File: src/rtl/part3_alu_pkg.sv
// rtl/part3_alu_pkg.sv - opcode enumeration and default width for the part3 ALU
package part3_alu_pkg;

  localparam int ALU_WIDTH = 8;

  typedef enum logic [2:0] {
    OP_ADD = 3'd0,
    OP_SUB = 3'd1,
    OP_SHL = 3'd2,
    OP_SHR = 3'd3,
    OP_AND = 3'd4,
    OP_OR  = 3'd5,
    OP_XOR = 3'd6,
    OP_NOT = 3'd7
  } alu_op_t;

endpackage

File: src/rtl/part3_alu_core.sv
// rtl/part3_alu_core.sv - combinational ALU function; carry/overflow outputs under PART3_ALU_FLAGS_EN
module part3_alu_core
  import part3_alu_pkg::*;
#(
  parameter int WIDTH = ALU_WIDTH
) (
  input  logic [2:0]       i_op,
  input  logic [WIDTH-1:0] i_src1,
  input  logic [WIDTH-1:0] i_src2,
`ifdef PART3_ALU_FLAGS_EN
  output logic             o_carry,
  output logic             o_ovf,
`endif
  output logic [WIDTH-1:0] o_result
);

  alu_op_t w_op;
  assign w_op = alu_op_t'(i_op);

`ifdef PART3_ALU_FLAGS_EN
  // One extra bit keeps the ADD carry-out and SUB borrow.
  logic [WIDTH:0] w_add;
  logic [WIDTH:0] w_sub;
  assign w_add = {1'b0, i_src1} + {1'b0, i_src2};
  assign w_sub = {1'b0, i_src1} - {1'b0, i_src2};

  always_comb begin
    o_result = '0;
    o_carry  = 1'b0;
    o_ovf    = 1'b0;
    case (w_op)
      OP_ADD: begin
        o_result = w_add[WIDTH-1:0];
        o_carry  = w_add[WIDTH];
        o_ovf    = (i_src1[WIDTH-1] == i_src2[WIDTH-1]) &&
                   (w_add[WIDTH-1] != i_src1[WIDTH-1]);
      end
      OP_SUB: begin
        o_result = w_sub[WIDTH-1:0];
        o_carry  = w_sub[WIDTH];
        o_ovf    = (i_src1[WIDTH-1] != i_src2[WIDTH-1]) &&
                   (w_sub[WIDTH-1] != i_src1[WIDTH-1]);
      end
      OP_SHL: begin
        o_result = {i_src1[WIDTH-2:0], 1'b0};
        o_carry  = i_src1[WIDTH-1];
      end
      OP_SHR: begin
        o_result = {1'b0, i_src1[WIDTH-1:1]};
        o_carry  = i_src1[0];
      end
      OP_AND: o_result = i_src1 & i_src2;
      OP_OR:  o_result = i_src1 | i_src2;
      OP_XOR: o_result = i_src1 ^ i_src2;
      OP_NOT: o_result = ~i_src1;
      default: o_result = '0;
    endcase
  end
`else
  always_comb begin
    o_result = '0;
    case (w_op)
      OP_ADD: o_result = i_src1 + i_src2;
      OP_SUB: o_result = i_src1 - i_src2;
      OP_SHL: o_result = {i_src1[WIDTH-2:0], 1'b0};
      OP_SHR: o_result = {1'b0, i_src1[WIDTH-1:1]};
      OP_AND: o_result = i_src1 & i_src2;
      OP_OR:  o_result = i_src1 | i_src2;
      OP_XOR: o_result = i_src1 ^ i_src2;
      OP_NOT: o_result = ~i_src1;
      default: o_result = '0;
    endcase
  end
`endif

endmodule

File: src/rtl/part3_alu.sv
// rtl/part3_alu.sv - registered ALU top with enable/reset output stage; flags under PART3_ALU_FLAGS_EN
module part3_alu
  import part3_alu_pkg::*;
#(
  parameter int WIDTH = ALU_WIDTH
) (
  input  logic             clk,
  input  logic             rst_n,
  input  logic [WIDTH-1:0] src1,
  input  logic [WIDTH-1:0] src2,
  input  logic             en,
  input  logic [2:0]       Op,
  output logic             zero,
  output logic [WIDTH-1:0] dst
`ifdef PART3_ALU_FLAGS_EN
  ,
  output logic             carry,
  output logic             ovf,
  output logic             neg
`endif
);

  logic [WIDTH-1:0] w_result;
  logic [WIDTH-1:0] r_dst;
  logic             r_zero;

`ifdef PART3_ALU_FLAGS_EN
  logic w_carry;
  logic w_ovf;
  logic r_carry;
  logic r_ovf;
`endif

  part3_alu_core #(
    .WIDTH(WIDTH)
  ) u_core (
    .i_op    (Op),
    .i_src1  (src1),
    .i_src2  (src2),
`ifdef PART3_ALU_FLAGS_EN
    .o_carry (w_carry),
    .o_ovf   (w_ovf),
`endif
    .o_result(w_result)
  );

  // zero is computed from the incoming result so it always matches dst.
  always_ff @(posedge clk) begin
    if (!rst_n) begin
      r_dst  <= '0;
      r_zero <= 1'b1;
    end else if (en) begin
      r_dst  <= w_result;
      r_zero <= (w_result == '0);
    end
  end

  assign dst  = r_dst;
  assign zero = r_zero;

`ifdef PART3_ALU_FLAGS_EN
  always_ff @(posedge clk) begin
    if (!rst_n) begin
      r_carry <= 1'b0;
      r_ovf   <= 1'b0;
    end else if (en) begin
      r_carry <= w_carry;
      r_ovf   <= w_ovf;
    end
  end

  assign carry = r_carry;
  assign ovf   = r_ovf;
  assign neg   = r_dst[WIDTH-1];
`endif

endmodule

File: config.mk
export PLATFORM = sky130hd
export DESIGN_NAME = part3_alu
export DESIGN_NICKNAME = d
export VERILOG_FILES = /design/src/rtl/part3_alu_pkg.sv /design/src/rtl/part3_alu_core.sv /design/src/rtl/part3_alu.sv
export SDC_FILE = /design/constraint.sdc
export NUM_CORES = 1
export LEC_CHECK = 0
export ABC_CLOCK_PERIOD_IN_PS = 5410
export CORE_MARGIN = 3
export CORE_UTILIZATION = 50
export DETAILED_ROUTE_END_ITERATION = 6
export DONT_BUFFER_PORTS = 1
export PLACE_DENSITY = 0.66
export REMOVE_ABC_BUFFERS = 1
export SETUP_SLACK_MARGIN = 0.4
export SYNTH_ARGS = -nofsm -noshare
export SYNTH_HDL_FRONTEND = slang
export SYNTH_HIERARCHICAL = 1
export SYNTH_SLANG_ARGS = --single-unit
File: constraint.sdc
create_clock -name clk -period 5.41 [get_ports clk]
set_input_delay 1.082 -clock clk [delete_from_list [all_inputs] [get_ports clk]]
set_output_delay 1.082 -clock clk [all_outputs]
set_load 0.005 [all_outputs]
Word-level counts from Yosys, hierarchy flattened
Cells that the tools add are included.
{"block": "word_totals", "register_bits": 9, "latchBits": 0, "ram_bits": 0, "rom_bits": 0, "input_bits": 22, "out_inout_bits": 9, "word_cells": 18, "memories": 0}
{"block": "op_classes", "add_sub_neg": 2, "multipliers": 0, "div_mod_pow": 0, "order_cmp": 0, "eq_ne": 7, "shifts": 0, "n_mux": 1, "bitwise": 4, "n_reduce_logical": 2}
{"cell": "one-hot mux 8 bit (8 select lines)", "n": 1}
{"cell": "equality test 3 bit, second input constant", "n": 4}
{"cell": "adder 8 bit", "n": 1}
{"cell": "AND 8 bit", "n": 1}
{"cell": "zero test 8 bit", "n": 1}
{"cell": "NOT 8 bit", "n": 1}
{"cell": "OR 8 bit", "n": 1}
{"cell": "subtractor 8 bit", "n": 1}
{"cell": "XOR 8 bit", "n": 1}
{"cell": "equality test 3 x 2 -> 1 bit, second input constant", "n": 2}
{"cell": "equality test 3 x 1 -> 1 bit, second input constant", "n": 1}
{"cell": "zero test 3 bit", "n": 1}

Depth between registers and ports, before layout
Gate-level depths: netlist of run 1.
{"block": "logic_depth", "ltp_word": 3, "depth_mapped": 12, "mapped_depth_nobuf": 12}

Cells and area by module
The synthesis of run 1 kept the hierarchy.
{"module": "part3_alu_core", "instances": 1, "cells_per_inst": 160, "area_per_inst_um2": 1161.1, "seq_area_each_um2": 0.0}
{"module": "part3_alu", "instances": 1, "cells_per_inst": 31, "area_per_inst_um2": 336.6, "seq_area_each_um2": 180.2}

Worst setup path after synthesis of run 1
No wires, ideal clock.
{"block": "synth_path", "path_kind": "input -> register", "startpoint": "input port Op[2]", "endpoint": "register r_zero (netlist: zero)", "setup_time_ns": 0.122, "t_arrival_ns": 3.241, "required_time_ns": 5.288, "path_slack_ns": 2.047, "path_stages": 11, "n_path_buf": 1, "path_cell_list": "buf_2 -> nor3b_4 -> mux2i_1 -> fa_1 -> a21o_1 -> a21oi_1 -> o21bai_1 -> mux2i_1 -> o21ai_1 -> nor4_1 -> a311o_1"}
{"block": "synth_between", "elab_chain_len": 3, "elab_cells_between_ends": 10}
{"item": "start, declared", "line_no": "part3_alu.sv:12", "rtl": "input logic [2:0] Op,"}
{"item": "equality test 3 bit (tied with other cells)", "line_no": "part3_alu_core.sv:62", "rtl": "case (w_op)"}
{"item": "one-hot mux 8 bit (8 select lines) (*)", "line_no": "part3_alu_core.sv:62"}
{"item": "net w_result[6]", "line_no": "part3_alu.sv:23", "rtl": "logic [WIDTH-1:0] w_result;"}
{"item": "zero test 8 bit (*)", "line_no": "part3_alu.sv:54", "rtl": "r_zero <= (w_result == '0);"}
{"item": "end signal, assigned", "line_no": "part3_alu.sv:54"}
{"item": "end, declared", "line_no": "part3_alu.sv:25", "rtl": "logic r_zero;"}
The timed path passes the listed nets; every way through them passes the cells marked *.
A chain may end at the register's enable or synchronous reset.

Worst setup path after layout of run 1
{"block": "layout_path", "startpoint": "input port src2[3]", "endpoint": "register r_zero (netlist: zero)"}
{"block": "layout_between", "elab_chain_len": 3, "elab_cells_between_ends": 7}
{"item": "start, declared", "line_no": "part3_alu.sv:10", "rtl": "input logic [WIDTH-1:0] src2,"}
{"item": "subtractor 8 bit / adder 8 bit (equally long branches)", "line_no": "part3_alu_core.sv:64, part3_alu_core.sv:63"}
{"item": "one-hot mux 8 bit (8 select lines) (*)", "line_no": "part3_alu_core.sv:62"}
{"item": "net w_result[7]", "line_no": "part3_alu.sv:23"}
{"item": "zero test 8 bit (*)", "line_no": "part3_alu.sv:54"}
Marked as above.

==> results of run 1 <==
-- flip-flops by register name, summed over array words and instances (netlist names) --
name and cells:
dst 8, zero 1
-- final cells by class --
| type | count | area (µm²) |
|---|---|---|
| Fill cell | 294 | 1300 |
| Multi-Input combinational cell | 151 | 1180 |
| Sequential cell | 9 | 180 |
| Inverter | 21 | 78.8 |
| Tap cell | 31 | 38.8 |
| Clock buffer | 4 | 26.3 |
-- how the worst min path moves through the flow --
stage	slack [ns]	end	start	depth (start not counted)
after floorplan	0.48	dst[0]$_SDFFE_PN0P_	dst[0]$_SDFFE_PN0P_	2
after global placement	0.51	dst[0]$_SDFFE_PN0P_	dst[0]$_SDFFE_PN0P_	2
after detailed placement	0.52	dst[7]$_SDFFE_PN0P_	dst[7]$_SDFFE_PN0P_	2
after CTS	0.54	dst[7]$_SDFFE_PN0P_	dst[7]$_SDFFE_PN0P_	2
after global routing	0.56	dst[7]$_SDFFE_PN0P_	dst[7]$_SDFFE_PN0P_	2
final	0.53	dst[3]$_SDFFE_PN0P_	dst[3]$_SDFFE_PN0P_	2
-- cell families after synthesis --
family / Yosys count / synth area share
simple gates: 46 / 0.153
compound gates: 51 / 0.226
fa+ha+maj: 25 / 0.214
buf+inv: 31 / 0.0885
xor+xnor: 12 / 0.0752
flops: 9 / 0.120
mux: 17 / 0.124
-- synthesized netlist by cell type, types with 4 or more instances --
cell type,instances
ha_1,24
o21ai_1,7
a21oi_1,13
xnor2_1,9
nand2_1,9
mux2i_1,14
a31oi_1,4
buf_2,7
inv_1,19
nor3_1,4
a21o_1,4
dfxtp_1,9
nor2_1,20
-- report_power, final --
| part | switching (mW) | total, mW | internal, mW |
|---|---|---|---|
| registers | 0.00444 | 0.0769 | 0.0724 |
| logic | 0.0618 | 0.120 | 0.0585 |
| clock network | 0.0222 | 0.0505 | 0.0283 |
-- metal layers --
| metal | global-route usage | vias up |
|---|---|---|
| met3 | 0.0170 | 6 |
| met5 | 0 | - |
| met2 | 0.339 | 60 |
| met4 | 0.0867 | 0 |
| met1 | 0.272 | 616 |
| li1 | - | 669 |
-- cell usage in the layout, fill, tap and decap left out, types with 2 or more instances in the layout --
cell / count
a32oi_1: 2
a2111oi_0: 2
o22ai_1: 3
mux2_1: 2
a21o_1: 4
o21ai_0: 3
ha_1: 24
a21oi_1: 13
xnor2_1: 9
inv_1: 19
clkbuf_4: 3
nor2b_1: 3
nor4_1: 2
nand2_1: 9
dfxtp_1: 9
nor3_1: 4
a221oi_1: 2
nor2_1: 20
mux2i_1: 14
o21ai_1: 7
xor2_1: 2
a31oi_1: 4
-- critical path, cell delays in order --
cell and delay (ns):
nor3_1 0.33, a31oi_1 0.20, xnor2_1 0.16, ha_1 0.36, a21o_1 0.20, a31o_2 0.20, a21oi_1 0.14, xnor2_1 0.08
o21ai_1 0.18, nor4_1 0.09, a311o_1 0.36
-- per-stage QoR --
stage / cells / hold WS [ns] / instance area, µm²
2_1_floorplan: 181 / 0.485 / 1440
3_3_place_gp: 212 / 0.514 / 1480
3_5_place_dp: 212 / 0.522 / 1480
4_1_cts: 216 / 0.540 / 1510
5_1_grt: 216 / 0.555 / 1510
6_report: 216 / 0.532 / 1510
==> metrics.txt, run 1 <==
CTS Buf Count=3; first-pass GRT wire length=5.73 mm; Syn Inst Count=roughly 190; die area=about 3700 µm²; Clock Skews=0 ns; DRT iter0 DRCs=between 90 and 100; CP Max Fanout=7; fin crit period=3.25 ns; worst hold path type=reg2reg; area leader, netlist=ha_1; RSZ-0062 raised after global routing=false; status=complete, no violations; Die Width=slightly above 60 µm; DRC viols=0; power per cell area=~160 nW/µm²; Final Net Count=233; mean post-synth cell area=7.84 µm²; CP Capture Type=flop; post-CTS sizing=0; GRT overflow=0; WL final=around 3.6 mm; top_reg_cell synth=dfxtp_1; share of cells above drive strength 1=0.0541; register area share after synthesis=0.120; Crit Path Class=in2reg; hold buffers post-CTS=0; gr usage total=0.205; final design utilization=0.538; CP endpoint=zero$_SDFFE_PN1P_; via count=1351; drt pass-1 iters=4; core region area=2810 µm²; met2 WL=approximately 1.6 mm; final setup vio count=0; pre-CTS setup slack=between 1.5 and 2 ns; crit path launch=src2[3]; Die H=~60 µm; met3 WL=approximately 300 µm; WP data arrival=3.39 ns; top cells by area, synth=ha_1 20%, dfxtp_1 12%, mux2i_1 9.4%; DRT met1 WL=~1.6 mm; post-CTS setup buffer count=0; row cnt=19; Initial Util=0.534; CTS Sinks=9; PortBufs=0; vias in the first global route=1273; dpl hpwl=around 2.9 mm; Async SR Flop Fraction=0; ANT nets after route=0; ANT cells=0; Vias/cell=~6.3; post-route clock period utilization=0.600; final worst slack=2.16 ns; I/O Pins=31; routability cong.=approximately 0.84; Mapped Area=between 1000 and 1500 µm²; Peak VDD IR=0.123 mV; antenna violations before repair=0; Synth top area share=0.201; Clock transition at path regs=roughly 0.060 ns; drt wl/cell=16.6 µm; measured slew at the worst slew-check pin=approximately 0.46 ns; worst reg-to-reg path cell count=2; number of H-tree levels=1; Leak Pwr=just over 0.7 nW; R2R Setup Slk=4.52 ns; CTS tree=done; Skew-Pair Late Insertion Delay=between 0.2 and 0.3 ns; Root Driver=clkbuf_4; reg-to-reg critical path endpoint=zero$_SDFFE_PN1P_; max-slew violations=0; number of synthesized register bits=9; largest net degree at the start of global routing=27; fmax=around 0.31 GHz; Synth Warn #=6; Critical Path Start Type=input pin; r2r startpoint=zero$_SDFFE_PN1P_; Req. time, crit path=approximately 5.6 ns; Clock Path Buffers=2; max layer used=met4; Max-Cap Viols=0; final hold violations=0; synthesis-to-layout area growth=0.752%; worst rel slew slack=0.690; final setup TNS=0 ns; Yosys cell types=49; number of synthesized flops with an enable pin=0; Final Power=about 0.25 mW
(Power assumes the default switching activity.)
==> run 2, diff against run 1 <==
Settings changed: ABC_CLOCK_PERIOD_IN_PS 5410 to 2600, PLACE_DENSITY 0.66 to 0.69.
Clock period 5.41 ns to 2.6 ns, I/O delays scaled along.
==> run 2 against run 1 <==
Sequential share of layout area down 2.1 points. Worst setup slack worse by 2.0 ns. Hold slack worse by 0.10 ns. Core utilization up 12 points. Clock power up 96%. Cell count up 10%. Sequential cell count unchanged. Combinational power rose to 3.1 times the previous value. Critical path type unchanged. Critical endpoint unchanged. Highest routed layer unchanged.
==> metrics.txt, run 2 (synthesized netlist as in run 1, its figures left out) <==
M1 GR Usage=0.303 (was 0.272); GRT overflow=0 (unchanged); final setup TNS=0 ns (unchanged); Most Crowded Layer GR=met2 (unchanged); Vias/cell=6.33 (was 6.25); share of cells above drive strength 1=0.251 (was 0.0541); I/O Pins=31 (unchanged); Final Power=0.628 mW (was 0.248 mW); most common cell after layout, fill and taps aside=ha_1 (unchanged); r2r startpoint=zero$_SDFFE_PN1P_ (unchanged); Post-DP Area=1610 µm² (was 1480 µm²); hold buffers post-CTS=0 (unchanged); RSZ-0062 raised after global routing=true (was false); worst rel slew slack=0.690 (about the same); DRT iter0 DRCs=119 (was 95); dpl hpwl=3.06 mm (was 2.87 mm); status=complete, no violations (unchanged); post-route clock period utilization=0.950; CP Max Fanout=24 (was 7); ANT cells=0 (unchanged); max reg flops=8 (unchanged); Slowest cell on crit path=fa_2 (was ha_1); fin crit period=2.47 ns; worst path bufs/invs=3 (was 0); drt pass-1 iters=6 (was 4); # fillers=233 (was 294); row cnt=19 (unchanged); final design utilization=0.655 (was 0.538); die area=3690 µm² (unchanged); Clock transition at path regs=0.05 ns (was 0.06 ns); CTS Buf Count=3 (unchanged); CTS tree=done (unchanged); Finished Cell Area=1840 µm² (was 1510 µm²); CP Capture Type=flop (unchanged); measured slew at the worst slew-check pin=0.453 ns (was 0.462 ns); Clock Path Buffers=2 (unchanged); worst-path cell chain=nor3b_4, buf_6, buf_6, mux2i_4, fa_2, a21o_1, a21oi_2, buf_4, xnor2_2, a2bb2oi_2, nor4_1, a311o_1 (was nor3_1, a31oi_1, xnor2_1, ha_1, a21o_1, a31o_2, a21oi_1, xnor2_1, o21ai_1, nor4_1, a311o_1); DRC viols=0 (unchanged); drt wl/cell=17.4 µm (was 16.6 µm); power per cell area=341 nW/µm² (was 164 nW/µm²); CP endpoint=zero$_SDFFE_PN1P_ (unchanged); worst hold path type=in2reg (was reg2reg); final setup vio count=0 (unchanged); Clock Skews=0 ns (unchanged); WL final=4.15 mm (was 3.58 mm); Crit Path Class=in2reg (unchanged); Max-Cap Viols=0 (unchanged); met3 GRT Util=0.0213 (was 0.0170); first-pass GRT wire length=6.41 mm (was 5.73 mm); crit path launch=Op[0] (was src2[3]); R2R Setup Slk=1.70 ns (was 4.52 ns); Leak Pwr=0.854 nW (was 0.706 nW); synthesis-to-layout area growth=22.7% (was 0.752%); number of H-tree levels=1 (unchanged); core region area=2810 µm² (unchanged); CTS Sinks=9 (unchanged); most frequent CP cell=buf_6 (was xnor2_1); Initial Util=0.534 (unchanged); reg-to-reg critical path endpoint=zero$_SDFFE_PN1P_ (unchanged); Die Width=60.7 µm (unchanged); final hold violations=0 (unchanged); via count=1506 (was 1351); most frequent cells in the layout=22 x ha_1, 19 x nor2_1, 19 x inv_1 (was 24 x ha_1, 20 x nor2_1, 19 x inv_1); vias in the first global route=1409 (was 1273); ANT nets after route=0 (unchanged); fmax=just over 0.4 GHz; largest net degree at the start of global routing=27 (unchanged); WP data arrival=2.60 ns (was 3.39 ns); Critical Path Start Type=input pin (unchanged); Critical Path Stages=12 (was 11); Die H=60.7 µm (unchanged); Peak VDD IR=0.350 mV (was 0.123 mV); Skew-Pair Late Insertion Delay=0.25 ns (was 0.26 ns); GR Util met2=0.386 (was 0.339); routability cong.=0.855 (was 0.843); worst reg-to-reg path cell count=2 (unchanged); antenna violations before repair=0 (unchanged); multi-input logic area=1330 µm² (was 1180 µm²); critical path's top delay family=compound AO/OA/AOI/OAI gates (unchanged); slowest stage delay, CP=0.40 ns (was 0.36 ns); Root Driver=clkbuf_4 (unchanged); storage element area=180 µm² (unchanged); Final Net Count=255 (was 233); max-slew violations=0 (unchanged); Req. time, crit path=2.73 ns (was 5.56 ns); PortBufs=0 (unchanged); gr usage total=0.225 (was 0.205)
==> run 2: changes by cell type in the layout (fill, tap and decap cells not counted), sizes merged <==
cell  change
buf      +22
==> run 2: worst min-delay path by stage <==
stage                              from             endpoint  slack, ns  cells after the start
floorplan           dst[0]$_SDFFE_PN0P_  dst[0]$_SDFFE_PN0P_       0.48                      2
global placement    dst[3]$_SDFFE_PN0P_  dst[3]$_SDFFE_PN0P_       0.51                      2
detailed placement  dst[0]$_SDFFE_PN0P_  dst[0]$_SDFFE_PN0P_       0.53                      2
CTS                                  en  dst[0]$_SDFFE_PN0P_       0.42                      2
global route                         en  dst[7]$_SDFFE_PN0P_       0.44                      2
finish                               en  dst[7]$_SDFFE_PN0P_       0.43                      2
==> run 2: power by group <==
part	switching, mW	leakage [nW]	internal (mW)
Sequential	0.00961	0.0744	0.151
Combinational	0.170	0.765	0.198
Clock	0.0405	0.0150	0.0586
Total	0.220	0.854	0.407
==> run 2: through the flow <==
| stage | setup slack [ns] | hold WS [ns] | std cells |
|---|---|---|---|
| 6_report | 0.129 | 0.429 | 238 |
| 2_1_floorplan | -0.0430 | 0.485 | 181 |
| 3_3_place_gp | -0.217 | 0.513 | 229 |
| 5_1_grt | 0.0382 | 0.441 | 238 |
| 3_5_place_dp | -0.247 | 0.526 | 229 |
| 4_1_cts | 0.174 | 0.421 | 237 |
==> run 2: worst register-to-register path, cell delays in order, from the launching register on <==
cell and delay, ns:
dfxtp_1 0.32, nor2b_2 0.15, a311o_1 0.31
==> run 2: repair_timing <==
action / 4_1_cts / 5_1_grt
gates cloned: 0 / 0
buffers inserted: 4 / 1
gates resized for setup: 17 / 12
pin swaps: 18 / 10
setup endpoints to repair: 6 / 7
==> run 2: metal layers <==
metal  up-vias  share of wire
met2        93           0.48
met4         0          0.018
met1       693           0.40
met3        10          0.099
li1        710              -
met5         -              0
==> run 2: final cells by class <==
cell class,instances,area share
inverters,21,0.0429
repair buffers,22,0.0980
multi-input cells,151,0.726
well taps,31,0.0211
clock buffers,4,0.0143
flip-flops and latches,9,0.0980
==> run 3, diff against run 2 <==
Settings changed: CORE_MARGIN 3 to 1.
==> run 3 against run 2 <==
The flow now finishes with violations (DRC). Worst setup slack improved by 0.024 ns. Via count decreased by 4.1%. Clock power about the same. Wire length decreased by 6.1%. Critical endpoint unchanged. Largest cell class unchanged.
==> metrics.txt, run 3 (synthesized netlist as in run 1, its figures left out) <==
Comb pwr share=0.576 (was 0.586); fmax=0.409 GHz (was 0.405 GHz); share of cells above drive strength 1=0.242 (was 0.251); Clock transition at path regs=0.06 ns (was 0.05 ns); I/O Pins=31 (unchanged); most frequent cells in the layout=23 x ha_1, 20 x buf_4, 19 x nor2_1, 19 x inv_1, 13 x mux2i_1 (was 22 x ha_1, 19 x nor2_1, 19 x inv_1); CP Capture Type=flop (unchanged); hold buffers post-CTS=0 (unchanged); Initial Util=0.534 (unchanged); WP data arrival=2.64 ns (was 2.60 ns); Placed Cells=230 (was 229); Skew-Pair Late Insertion Delay=0.25 ns (about the same); CP Max Fanout=26 (was 24); post-route insts no fill=238 (unchanged); routability cong.=0.956 (was 0.855); dpl hpwl=2.96 mm (was 3.06 mm); max-slew violations=0 (unchanged); largest net degree at the start of global routing=27 (unchanged); worst rel slew slack=0.736 (was 0.690); row cnt=19 (unchanged); clock power share=0.165 (was 0.158); Seq pwr share=0.259 (was 0.256); DRC viols=2 (was 0); most common cell after layout, fill and taps aside=ha_1 (unchanged); fin crit period=2.45 ns (was 2.47 ns); power per cell area=344 nW/µm² (was 341 nW/µm²); worst reg-to-reg path cell count=2 (unchanged); drt pass-1 iters=6 (unchanged); CTS tree=done (unchanged); Post-DP Area=1620 µm² (was 1610 µm²); Clock Path Buffers=2 (unchanged); Hold WS=0.424 ns (was 0.429 ns); drt wl/cell=16.4 µm (was 17.4 µm); via count=1445 (was 1506); number of H-tree levels=1 (unchanged); Leak Pwr=0.849 nW (was 0.854 nW); internal power=0.400 mW (was 0.407 mW); Hold Path Stages=2 (unchanged); post-route clock period utilization=0.941 (was 0.950); switching pwr=0.219 mW (was 0.220 mW); PortBufs=0 (unchanged); Clock Skews=0 ns (unchanged); Die H=56.7 µm (was 60.7 µm); CTS Buf Count=3 (unchanged); RSZ-0062 raised after global routing=true (unchanged); gr usage total=0.252 (was 0.225); Final Net Count=255 (unchanged); GRT overflow=0 (unchanged); ANT nets after route=0 (unchanged); WL final=3.90 mm (was 4.15 mm); status=finished, violations left (was complete, no violations); Die Width=56.7 µm (was 60.7 µm); final hold violations=0 (unchanged); synthesis-to-layout area growth=20.0% (was 22.7%); Critical Path Start Type=input pin (unchanged); Root Driver=clkbuf_4 (unchanged); DRT iter0 DRCs=90 (was 119); Vias/cell=6.07 (was 6.33); Max-Cap Viols=0 (unchanged); Crit Path Class=in2reg (unchanged); Finished Cell Area=1800 µm² (was 1840 µm²); Net Sw Frac=0.354 (was 0.351); die area=3220 µm² (was 3690 µm²); final setup TNS=0 ns (unchanged); core region area=2810 µm² (unchanged); measured slew at the worst slew-check pin=0.386 ns (was 0.453 ns); CTS Sinks=9 (unchanged); vias in the first global route=1439 (was 1409); first-pass GRT wire length=6.44 mm (was 6.41 mm); max reg flops=8 (unchanged); worst hold path type=in2reg (unchanged); antenna violations before repair=0 (unchanged); final setup vio count=0 (unchanged); failing checks=DRC; ANT cells=0 (unchanged); Peak VDD IR=0.387 mV (was 0.350 mV); Req. time, crit path=2.80 ns (was 2.73 ns)
[run 3: critical path, cell delays in order]
cell	delay [ns]
nor3b_4	0.23
buf_6	0.17
nor2_4	0.04
xnor2_2	0.12
ha_1	0.35
a21oi_2	0.17
o21ai_2	0.10
buf_4	0.14
a21oi_2	0.12
xnor2_1	0.14
o21ai_2	0.09
nor4_2	0.26
a311o_1	0.18
[run 3: per-stage QoR]
stage          worst slack, ns   util  total power, mW
2_1_floorplan          -0.0430      -            0.365
3_3_place_gp            -0.140  0.577            0.447
3_5_place_dp            -0.192  0.577            0.457
4_1_cts                  0.206  0.625            0.600
5_1_grt                 0.0392  0.641            0.665
6_report                 0.154  0.641            0.619
[run 3: area by class of cell]
type                            instances  area [µm²]
Inverter                               21        78.8
Clock buffer                            4        26.3
Multi-Input combinational cell        151        1300
Fill cell                             226        1010
Timing Repair Buffer                   22         173
Tap cell                               31        38.8
Sequential cell                         9         180
[run 3: per-layer routing]
metal / vias to the layer above / share of wire / track usage / wire length [µm]
met5: - / 0 / 0 / 0
met4: 0 / 0.013 / 0.0662 / 50
met3: 6 / 0.078 / 0.0346 / 304
met2: 67 / 0.48 / 0.435 / 1880
met1: 664 / 0.43 / 0.327 / 1660
li1: 708 / - / - / -
[run 3: power groups by stage]
stage               Clock [mW]  Sequential [mW]  Combinational [mW]
finish                   0.102            0.160               0.357
global route             0.112            0.161               0.392
CTS                      0.106            0.160               0.334
detailed placement           0            0.163               0.294
global placement             0            0.163               0.284
floorplan                    0            0.160               0.205
[run 3: final timing paths]
kind                       startpoint             endpoint  slack [ns]
setup reg to reg    zero$_SDFFE_PN1P_    zero$_SDFFE_PN1P_        1.72
hold / removal                     en  dst[3]$_SDFFE_PN0P_        0.42
setup / recovery                Op[2]    zero$_SDFFE_PN1P_        0.15
hold reg to reg   dst[6]$_SDFFE_PN0P_  dst[6]$_SDFFE_PN0P_        0.53
[run 3: repair_timing]
action | 4_1_cts | 5_1_grt
pin swaps | 16 | 12
setup buffers | 4 | 0
resized for setup | 17 | 7
setup endpoints to repair | 5 | 7
gates cloned | 0 | 0
==> patch: new RTL, flow settings as in run 3 <==
`ALU_WIDTH`: 8 -> 10.
--- a/src/rtl/part3_alu_pkg.sv
+++ b/src/rtl/part3_alu_pkg.sv
@@ -2,5 +2,5 @@
 package part3_alu_pkg;
 
-  localparam int ALU_WIDTH = 8;
+  localparam int ALU_WIDTH = 10;
 
   typedef enum logic [2:0] {
Interface: changed (resized dst, src1 and src2); port bits go from 31 to 37. No check against the original RTL was run, so the function may have changed too.
==> patch against run 3 <==
- the run ends with negative setup slack left
- area after synthesis increased by 27%
- design area increased by 35%
- combinational power increased by 33%
- total power increased by 36%
- routed wire length increased by 27%
- clock skew unchanged
- fmax decreased by 24%
- count of clock-buffer cells in the layout unchanged
- worst setup slack got worse by 770 ps
- sequential cell count increased by 2
- critical endpoint unchanged
==> patch: results (changes against run 3) <==
Setup path
  • R2R cell count: 2 (unchanged)
  • Critical Path Fanout Max: 4 (-85%)
  • Max incr delay on CP: 560 ps (+210 ps)
  • Critical path's slowest cell: or4_4
  • Worst EP arrival: 3370 ps (+730 ps)
  • FF-to-FF Start: dst[6]
  • Reg2reg setup slack: 1950 ps (+230 ps)
  • Worst flop-to-flop path endpoint: dst[6]

STA
  • Final setup violation count: 7 (+7)
  • Final clock skew: 0 ps (unchanged)
  • Setup WS post-layout: -621 ps (-775 ps)
  • Hold Worst Slack: 356 ps (-68.5 ps)
  • Slew @ Worst Pin: 360 ps (-25.6 ps)

Place
  • Pre-CTS setup slack: -992 ps (-799 ps)
  • Port buffer count: 0 (unchanged)
  • Post-placement cell area: 2180 um2 (+35%)
  • DP Wirelength: 3.64 mm (+23%)
  • Final RePlAce weighted congestion: 0.893 (-6.6%)

Synth
  • Share of the synthesized area in the top cell type: 19.8% (-0.25 points)
  • Synth unique cells: 46 (-6.1%)
  • Syn. warnings: 6 (unchanged)
  • Sequential fraction of the synthesis area: 11.6% (-0.41 points)
  • Synth top cells by count: 30 x ha_1, 29 x inv_1, 21 x a21oi_1
  • Post-synthesis async set-or-reset flop share: 0% (unchanged)
  • Top cells by area in the synthesized netlist: ha_1 20%, dfxtp_1 12%, mux2i_1 6.9%
  • Top_reg_cell synth: dfxtp_1

Min path
  • Hold EP: zero
  • Worst min-delay path category: in2reg
  • Hold Path Stages: 1 (-1)
  • Hold wc startpoint: rst_n

Clock tree
  • H-tree Lvls: 1 (unchanged)
  • Num CTS Buffers: 3 (unchanged)
  • Insertion delay to the later sink of the worst-skew pair: about 240 ps
  • Clock Tree Root: clkbuf_8
  • Clk buf depth: 2 (unchanged)
  • Worst-path clk slew: around 50 ps

Cells and area
  • Final net count: 336 (+32%)
  • Share of cells above drive strength 1: 28.8% (+4.6 points)
  • FILL cells: 307 (+36%)
  • Antenna diodes: 0 (unchanged)
  • Max FFs per register: 10 (+2)

Global routing
  • Vias in the first global route: 1839 (+28%)
  • GRT Util Overall: 25.0% (-0.19 points)
  • Global-route wire length before repair: 8.13 mm (+26%)
  • Initial antenna violation count: 0 (unchanged)
  • Largest net degree at the start of global routing: 35 (+30%)

Power and ir drop
  • Max IR drop VDD: 147 uV (-62%)
  • Pleak: 1.15 nW (+35%)

Detailed routing
  • WL/cell: 15.2 um (-7.0%)
  • DRT iter0 DRCs: 65 (-28%)
  • Drt first pass iters: 4 (-2)
  • Antenna-violating nets left: 0 (unchanged)
  • Via count: 1867 (+29%)
  • DRC viols: 0 (-2)

Status
  • Run status: finished, violations left
  • Failing checks: negative setup slack
-- patch: final cells by class --
class / count / area (um2) / share of cell area [%]
flip-flops and latches: 11 / 220 / 9.07
clock buffers: 4 / 45.0 / 1.86
well taps: 48 / 60.1 / 2.47
multi-input cells: 188 / 1630 / 67.3
repair buffers: 45 / 357 / 14.7
inverters: 30 / 113 / 4.64
-- patch: kinds of logic after synthesis --
kind of cell	Yosys count	share of synthesized area [%]
AOI/OAI and AO/OA	63	20.7
adders and majority gates	31	20.9
muxes	20	14.0
and+or+nand+nor	60	17.3
xor gates and xnor gates	14	6.47
DFF	11	11.6
buffers and inverters	42	9.04
-- patch: what timing repair did --
item,in CTS,in global routing
resized for setup,31,9
pin swaps,8,8
buffers inserted,4,3
endpoints found under the setup margin,9,10
-- patch: through the flow --
step	total power, W	utilization, %	std cells	setup TNS, ps
3_3_place_gp	0.000582	59.6	315	-3790
3_5_place_dp	0.000592	59.6	315	-4500
4_1_cts	0.000806	64.4	323	-1060
6_report	0.000843	66.3	326	-1680
2_1_floorplan	0.000449	-	229	-3140
5_1_grt	0.000905	66.3	326	-2540
-- patch: worst max path at each step --
stage | endpoint | depth (start not counted) | slack, ps | from
final | zero | 11 | -620 | src2[4]
after floorplan | zero | 13 | -870 | Op[2]
after global placement | zero | 14 | -900 | Op[2]
after CTS | zero | 11 | -540 | src2[4]
after global routing | zero | 11 | -770 | src2[4]
after detailed placement | zero | 14 | -990 | Op[2]
-- patch: metal layers --
layer | GRT usage, % | part of all wire [%]
met5 | 0 | 0
met4 | 9.66 | 1.6
met3 | 2.54 | 3.7
met2 | 44.7 | 50
met1 | 30.2 | 45
-- patch: power by group --
group,switching [W],internal [W]
clock,0.0000636,0.000108
sequential,0.0000121,0.000186
combinational,0.000210,0.000264
total,0.000286,0.000557
-- patch: worst max-delay path: cells and delay by family --
| family | cells | cell delay, ps |
|---|---|---|
| AO/OA/AOI/OAI | 5 | 920 |
| adder cells (fa/ha/maj) | 1 | 330 |
| XOR/XNOR | 2 | 280 |
| AND/OR/NAND/NOR | 3 | 1330 |
